## src/rtl/noc_pkg.sv

```systemverilog
// rtl/noc_pkg.sv - shared state type, width helpers and header field extraction
package noc_pkg;

  typedef enum logic [1:0] {IDLE, REQ, SEND} state_t;

  function automatic int dest_w(input int ports);
    return (ports > 1) ? $clog2(ports) : 1;
  endfunction

  function automatic int flit_w(input int width);
    return width - 1;
  endfunction

  // Fields come from a zero-extended flit so one helper serves every flit width.
  function automatic logic [31:0] hdr_dest(input logic [31:0] flit, input int dw);
    return flit & ((32'd1 << dw) - 32'd1);
  endfunction

  function automatic logic [31:0] hdr_len(input logic [31:0] flit, input int fw, input int lw);
    return (flit >> (fw - lw)) & ((32'd1 << lw) - 32'd1);
  endfunction

endpackage

```

## src/rtl/sync_fifo.sv

```systemverilog
// rtl/sync_fifo.sv - single-clock FIFO with head-visible read data and same-cycle push/pop
module sync_fifo #(
  parameter int WIDTH = 8,
  parameter int DEPTH = 8
) (
  input  logic             clk,
  input  logic             rst,
  input  logic             wr_en,
  input  logic [WIDTH-1:0] wr_data,
  input  logic             rd_en,
  output logic [WIDTH-1:0] rd_data,
  output logic             full,
  output logic             empty
);

  localparam int AW = $clog2(DEPTH);

  logic [WIDTH-1:0] mem [DEPTH];
  logic [AW:0]      wr_ptr;
  logic [AW:0]      rd_ptr;
  logic             do_wr;
  logic             do_rd;

  assign do_rd   = rd_en && !empty;
  // A pop frees the slot a full-FIFO push lands in, so the count is unchanged.
  assign do_wr   = wr_en && (!full || do_rd);
  assign empty   = (wr_ptr == rd_ptr);
  assign full    = (wr_ptr[AW] != rd_ptr[AW]) && (wr_ptr[AW-1:0] == rd_ptr[AW-1:0]);
  assign rd_data = mem[rd_ptr[AW-1:0]];

  always_ff @(posedge clk) begin
    if (rst) begin
      wr_ptr <= '0;
      rd_ptr <= '0;
    end else begin
      if (do_wr) wr_ptr <= wr_ptr + (AW+1)'(1);
      if (do_rd) rd_ptr <= rd_ptr + (AW+1)'(1);
    end
  end

  always_ff @(posedge clk) begin
    if (do_wr) mem[wr_ptr[AW-1:0]] <= wr_data;
  end

endmodule

```

## src/rtl/xbar_input_port.sv

```systemverilog
// rtl/xbar_input_port.sv - per-port crossbar injection: buffer, decode header, request, stream packet
module xbar_input_port
  import noc_pkg::*;
#(
  parameter  int PORTS    = 4,
  parameter  int WIDTH    = 8,
  parameter  int BP_WIDTH = 1,
  parameter  int DEPTH    = 8,
  parameter  int LEN_W    = 3,
  localparam int DEST_W   = dest_w(PORTS),
  localparam int FLIT_W   = flit_w(WIDTH)
) (
  input  logic                clk,
  input  logic                rst,
  input  logic [FLIT_W-1:0]   src_data,
  input  logic                src_valid,
  output logic                src_ready,
  output logic [WIDTH-1:0]    data_o,
  output logic [DEST_W-1:0]   dest,
  output logic                dest_en,
  input  logic                ack,
  input  logic [BP_WIDTH-1:0] bp_i
);

  state_t            state, state_n;
  logic [LEN_W-1:0]  rem, rem_n;
  logic              hdr_done, hdr_done_n;
  logic [DEST_W-1:0] dest_n;
  logic              dest_en_n;
  logic [WIDTH-1:0]  data_n;
  logic [FLIT_W-1:0] head;
  logic              fifo_full;
  logic              fifo_empty;
  logic              xfer;
  logic              tail;

  sync_fifo #(.WIDTH(FLIT_W), .DEPTH(DEPTH)) u_fifo (
    .clk     (clk),
    .rst     (rst),
    .wr_en   (src_valid && src_ready),
    .wr_data (src_data),
    .rd_en   (xfer),
    .rd_data (head),
    .full    (fifo_full),
    .empty   (fifo_empty)
  );

  assign src_ready = !fifo_full;
  assign xfer      = (state == SEND) && ack && bp_i[0] && !fifo_empty;
  // rem counts payload flits still owed; a header-only packet ends on the header itself.
  assign tail      = xfer && (hdr_done ? (rem == LEN_W'(1)) : (rem == '0));

  always_ff @(posedge clk) begin
    if (rst) begin
      state    <= IDLE;
      rem      <= '0;
      hdr_done <= 1'b0;
      dest     <= '0;
      dest_en  <= 1'b0;
      data_o   <= '0;
    end else begin
      state    <= state_n;
      rem      <= rem_n;
      hdr_done <= hdr_done_n;
      dest     <= dest_n;
      dest_en  <= dest_en_n;
      data_o   <= data_n;
    end
  end

  always_comb begin
    state_n    = state;
    rem_n      = rem;
    hdr_done_n = hdr_done;
    case (state)
      IDLE: begin
        if (!fifo_empty) begin
          state_n    = REQ;
          rem_n      = LEN_W'(hdr_len(32'(head), FLIT_W, LEN_W));
          hdr_done_n = 1'b0;
        end
      end
      REQ: begin
        if (ack) state_n = SEND;
      end
      SEND: begin
        if (xfer) begin
          if (tail) state_n = IDLE;
          if (hdr_done && (rem != '0)) rem_n = rem - LEN_W'(1);
          hdr_done_n = 1'b1;
        end
      end
      default: state_n = IDLE;
    endcase
  end

  // Releasing into IDLE forces at least one low dest_en cycle before the next request.
  always_comb begin
    dest_n = dest;
    if ((state == IDLE) && !fifo_empty) dest_n = DEST_W'(hdr_dest(32'(head), DEST_W));
    dest_en_n = (state_n != IDLE);
    data_n    = xfer ? {1'b1, head} : '0;
  end

endmodule

```

## config.mk

```make
export PLATFORM = sky130hd
export DESIGN_NAME = xbar_input_port
export DESIGN_NICKNAME = d
export VERILOG_FILES = /design/src/rtl/noc_pkg.sv /design/src/rtl/sync_fifo.sv /design/src/rtl/xbar_input_port.sv
export SDC_FILE = /design/constraint.sdc
export NUM_CORES = 1
export LEC_CHECK = 0
export CORE_ASPECT_RATIO = 1.1
export CORE_MARGIN = 2
export CORE_UTILIZATION = 46
export CTS_CLUSTER_SIZE = 16
export DETAILED_ROUTE_END_ITERATION = 10
export PLACE_DENSITY_LB_ADDON = 0.3
export SLEW_MARGIN = 10
export SYNTH_ARGS = -nofsm -noshare
export SYNTH_HDL_FRONTEND = slang
export SYNTH_HIERARCHICAL = 1
export SYNTH_SLANG_ARGS = --single-unit
```

## constraint.sdc

```tcl
create_clock -name clk -period 2.94 [get_ports clk]
set_input_delay 0.735 -clock clk [delete_from_list [all_inputs] [get_ports clk]]
set_output_delay 0.735 -clock clk [all_outputs]
set_load 0.01 [all_outputs]
```

==> results.json <==
{
  "crit_arrival_ns": 1.99,
  "hp-class": "flop to flop",
  "cts_tree": "built",
  "tightest_slew_ns": 0.5008,
  "drt-initial-drc-count": 127,
  "rows": 33,
  "clock_sinks": 84,
  "synth_ff_type": "edfxtp_1",
  "tns_ns": 0,
  "post-dp-hpwl_um": 4021,
  "drcViolationCount": 0,
  "die_area_um2": 8197,
  "stdcell_count": 353,
  "fin_crit_sh": 0.9263,
  "vias_per_cell": 5.450,
  "max_cap_viol_count": 0,
  "yosys_warnings": 6,
  "p_comb_frac": 0.080,
  "grt_use_total": 0.1595,
  "setup_violations": 0,
  "switchingPower_mw": 0.5192,
  "grt_antenna_before_repair": 0,
  "grt-ovfl-total": 0,
  "rsz0062_at_grt": "no",
  "netlist_area_um2": 3445,
  "yosysSeqAreaShare": 0.6509,
  "cts_buffers": 9,
  "clkTransAtPathRegs_ns": 0.09,
  "p_clk_frac": 0.347,
  "numPortBuffers": 23,
  "avgRoutedWirePerCell_um": 16.76,
  "post_cts_resized": 0,
  "antenna_cells": 0,
  "max_clock_freq_mhz": 367.2,
  "num_vias": 1924,
  "startpoint_type": "flop",
  "drt-pass1-iter-count": 4,
  "cp-end-kind": "output pin",
  "skew_ns": 0.01001,
  "layout_common_cells": "edfxtp_1, dfxtp_1, clkdlybuf4s50_1, mux4_2, buf_4",
  "synthToLayoutAreaGrowth_pct": 16.67,
  "clockBufferDepth": 2,
  "worstSetupPathType": "flop to output pin",
  "synth_area_per_cell_um2": 15.45,
  "dp_cells": 337,
  "status": "complete, no violations",
  "crit_required_ns": 2.20,
  "ys_ff_latch": 84,
  "final_nets": 278,
  "leakagePower_nw": 1.369,
  "slew_headroom": 0.6657,
  "fp.dieH_um": 94.76,
  "critical_path.max_fanout": 9,
  "design_area_um2": 4019,
  "multi_input_area_um2": 1106,
  "p_per_area_nw_per_um2": 571.3,
  "root_buffer": "clkbuf_8",
  "ant_nets": 0,
  "synth_cell_types": 50,
  "grt_start_max_net_pins": 20,
  "ctsHoldBuffers": 0,
  "period_needed_ns": 2.723,
  "first_global_vias": 1860,
  "peakVddDrop_uv": 221.4,
  "holdWs_ns": 0.4613,
  "synth_fp_nets": 240,
  "start_util": 0.4687,
  "layout-drive-gt1-share": 0.2331,
  "io_pins": 24,
  "clk_latency_ns": 0.35,
  "place_area_um2": 3826,
  "cts_setup_buffers": 0,
  "drt-total-wl_um": 5918,
  "internal-power_mw": 1.777,
  "synthArstFlopShare": 0,
  "netlist_instances": 223,
  "fin_util": 0.5468,
  "gp_congestion": 0.7892,
  "synth-edff-count": 56,
  "fp.coreArea_um2": 7350,
  "p_sw_frac": 0.2261,
  "grt_pass1_wl_um": 9522,
  "die_w_um": 86.51,
  "slew_viol_final": 0,
  "hold_viol": 0,
  "final_common_cell": "edfxtp_1",
  "p_seq_frac": 0.573,
  "htree_num_levels": 3,
  "seq_area_um2": 2242,
  "fill_cells": 602
}
## area by class of cell
class / count / share of cell area
Clock buffer: 10 / 0.03176
Timing Repair Buffer: 36 / 0.08157
Clock inverter: 6 / 0.01619
Sequential cell: 84 / 0.5579
Inverter: 11 / 0.01027
Multi-Input combinational cell: 119 / 0.2752
Tap cell: 87 / 0.02709
## cells in the mapped netlist (2+ instances only)
cell      count  area (um2)
nand4_1       2       12.51
ha_1          5       62.56
edfxtp_1     56        1682
buf_2         2       10.01
xnor2_1       4       35.03
mux2_2        9       101.4
clkbuf_1      2       7.510
nor3_1        6       30.03
nand2b_1      3       18.77
xor2_1        2       17.52
buf_1         2       7.510
and2_1        6       37.54
nor2b_1       4       25.02
nor2_1        9       33.78
mux4_2       14       315.3
mux2i_1       5       50.05
nand3_1       2       10.01
dfxtp_1      28       560.5
nand3b_1      2       15.01
inv_1        10       37.54
o21ai_0       4       20.02
buf_6         2       22.52
nand2_1       8       30.03
or3_1         2       12.51
a21oi_1       9       45.04
## state kept, by name, summed over array words and instances (netlist names), named ones only
register and flops:
data_o 8, u_fifo/rd_ptr 4, u_fifo/wr_ptr 4, dest 2, u_fifo/mem 56, dest_en 1, state 2, rem 3
hdr_done 1
## per-stage QoR
stage	total power [mW]	setup slack [ns]
after floorplan	1.459	0.5384
after global placement	1.521	0.4253
after detailed placement	1.527	0.3732
after CTS	2.316	0.2185
after global routing	2.386	0.03647
final	2.296	0.2168
## worst paths after layout
path,startpoint,end,slack [ns],cells past startpoint
setup reg to reg,u_fifo/wr_ptr[2],u_fifo/mem[3][6],0.47,8
hold reg to reg,dest[0],dest[0],0.46,2
setup / recovery,u_fifo/wr_ptr[2],src_ready,0.22,5
hold / removal,dest[0],dest[0],0.46,2
## power by group through the flow
stage | clock [mW] | combinational (mW) | sequential [mW]
3_3_place_gp | 0 | 0.180 | 1.34
6_report | 0.797 | 0.184 | 1.32
5_1_grt | 0.862 | 0.204 | 1.32
3_5_place_dp | 0 | 0.185 | 1.34
4_1_cts | 0.816 | 0.185 | 1.31
2_1_floorplan | 0 | 0.123 | 1.34
## kinds of logic (layout without fill, tap and decap cells)
family / after synthesis / after routing / synth area share
flip-flops: 84 / 84 / 0.6509
AND/OR/NAND/NOR: 53 / 53 / 0.09335
multiplexers: 28 / 28 / 0.1355
AO/OA/AOI/OAI: 27 / 27 / 0.05885
buffers and inverters: 20 / 63 / 0.02797
XOR/XNOR: 6 / 6 / 0.01526
adder cells (fa/ha/maj): 5 / 5 / 0.01816
## routing by layer
layer	vias up	GRT usage	routed length, um
met4	0	0.07422	102
li1	920	-	-
met5	-	0	0
met3	8	0.03409	107
met2	20	0.2506	2932
met1	976	0.2124	2775
## worst max-delay path: stages, from the launching register on
cell and delay, ns:
dfxtp_1 0.52, xnor2_1 0.22, nand4_1 0.22, inv_2 0.16, inv_1 0.05, clkdlybuf4s50_1 0.47
(Power assumes the default switching activity.)
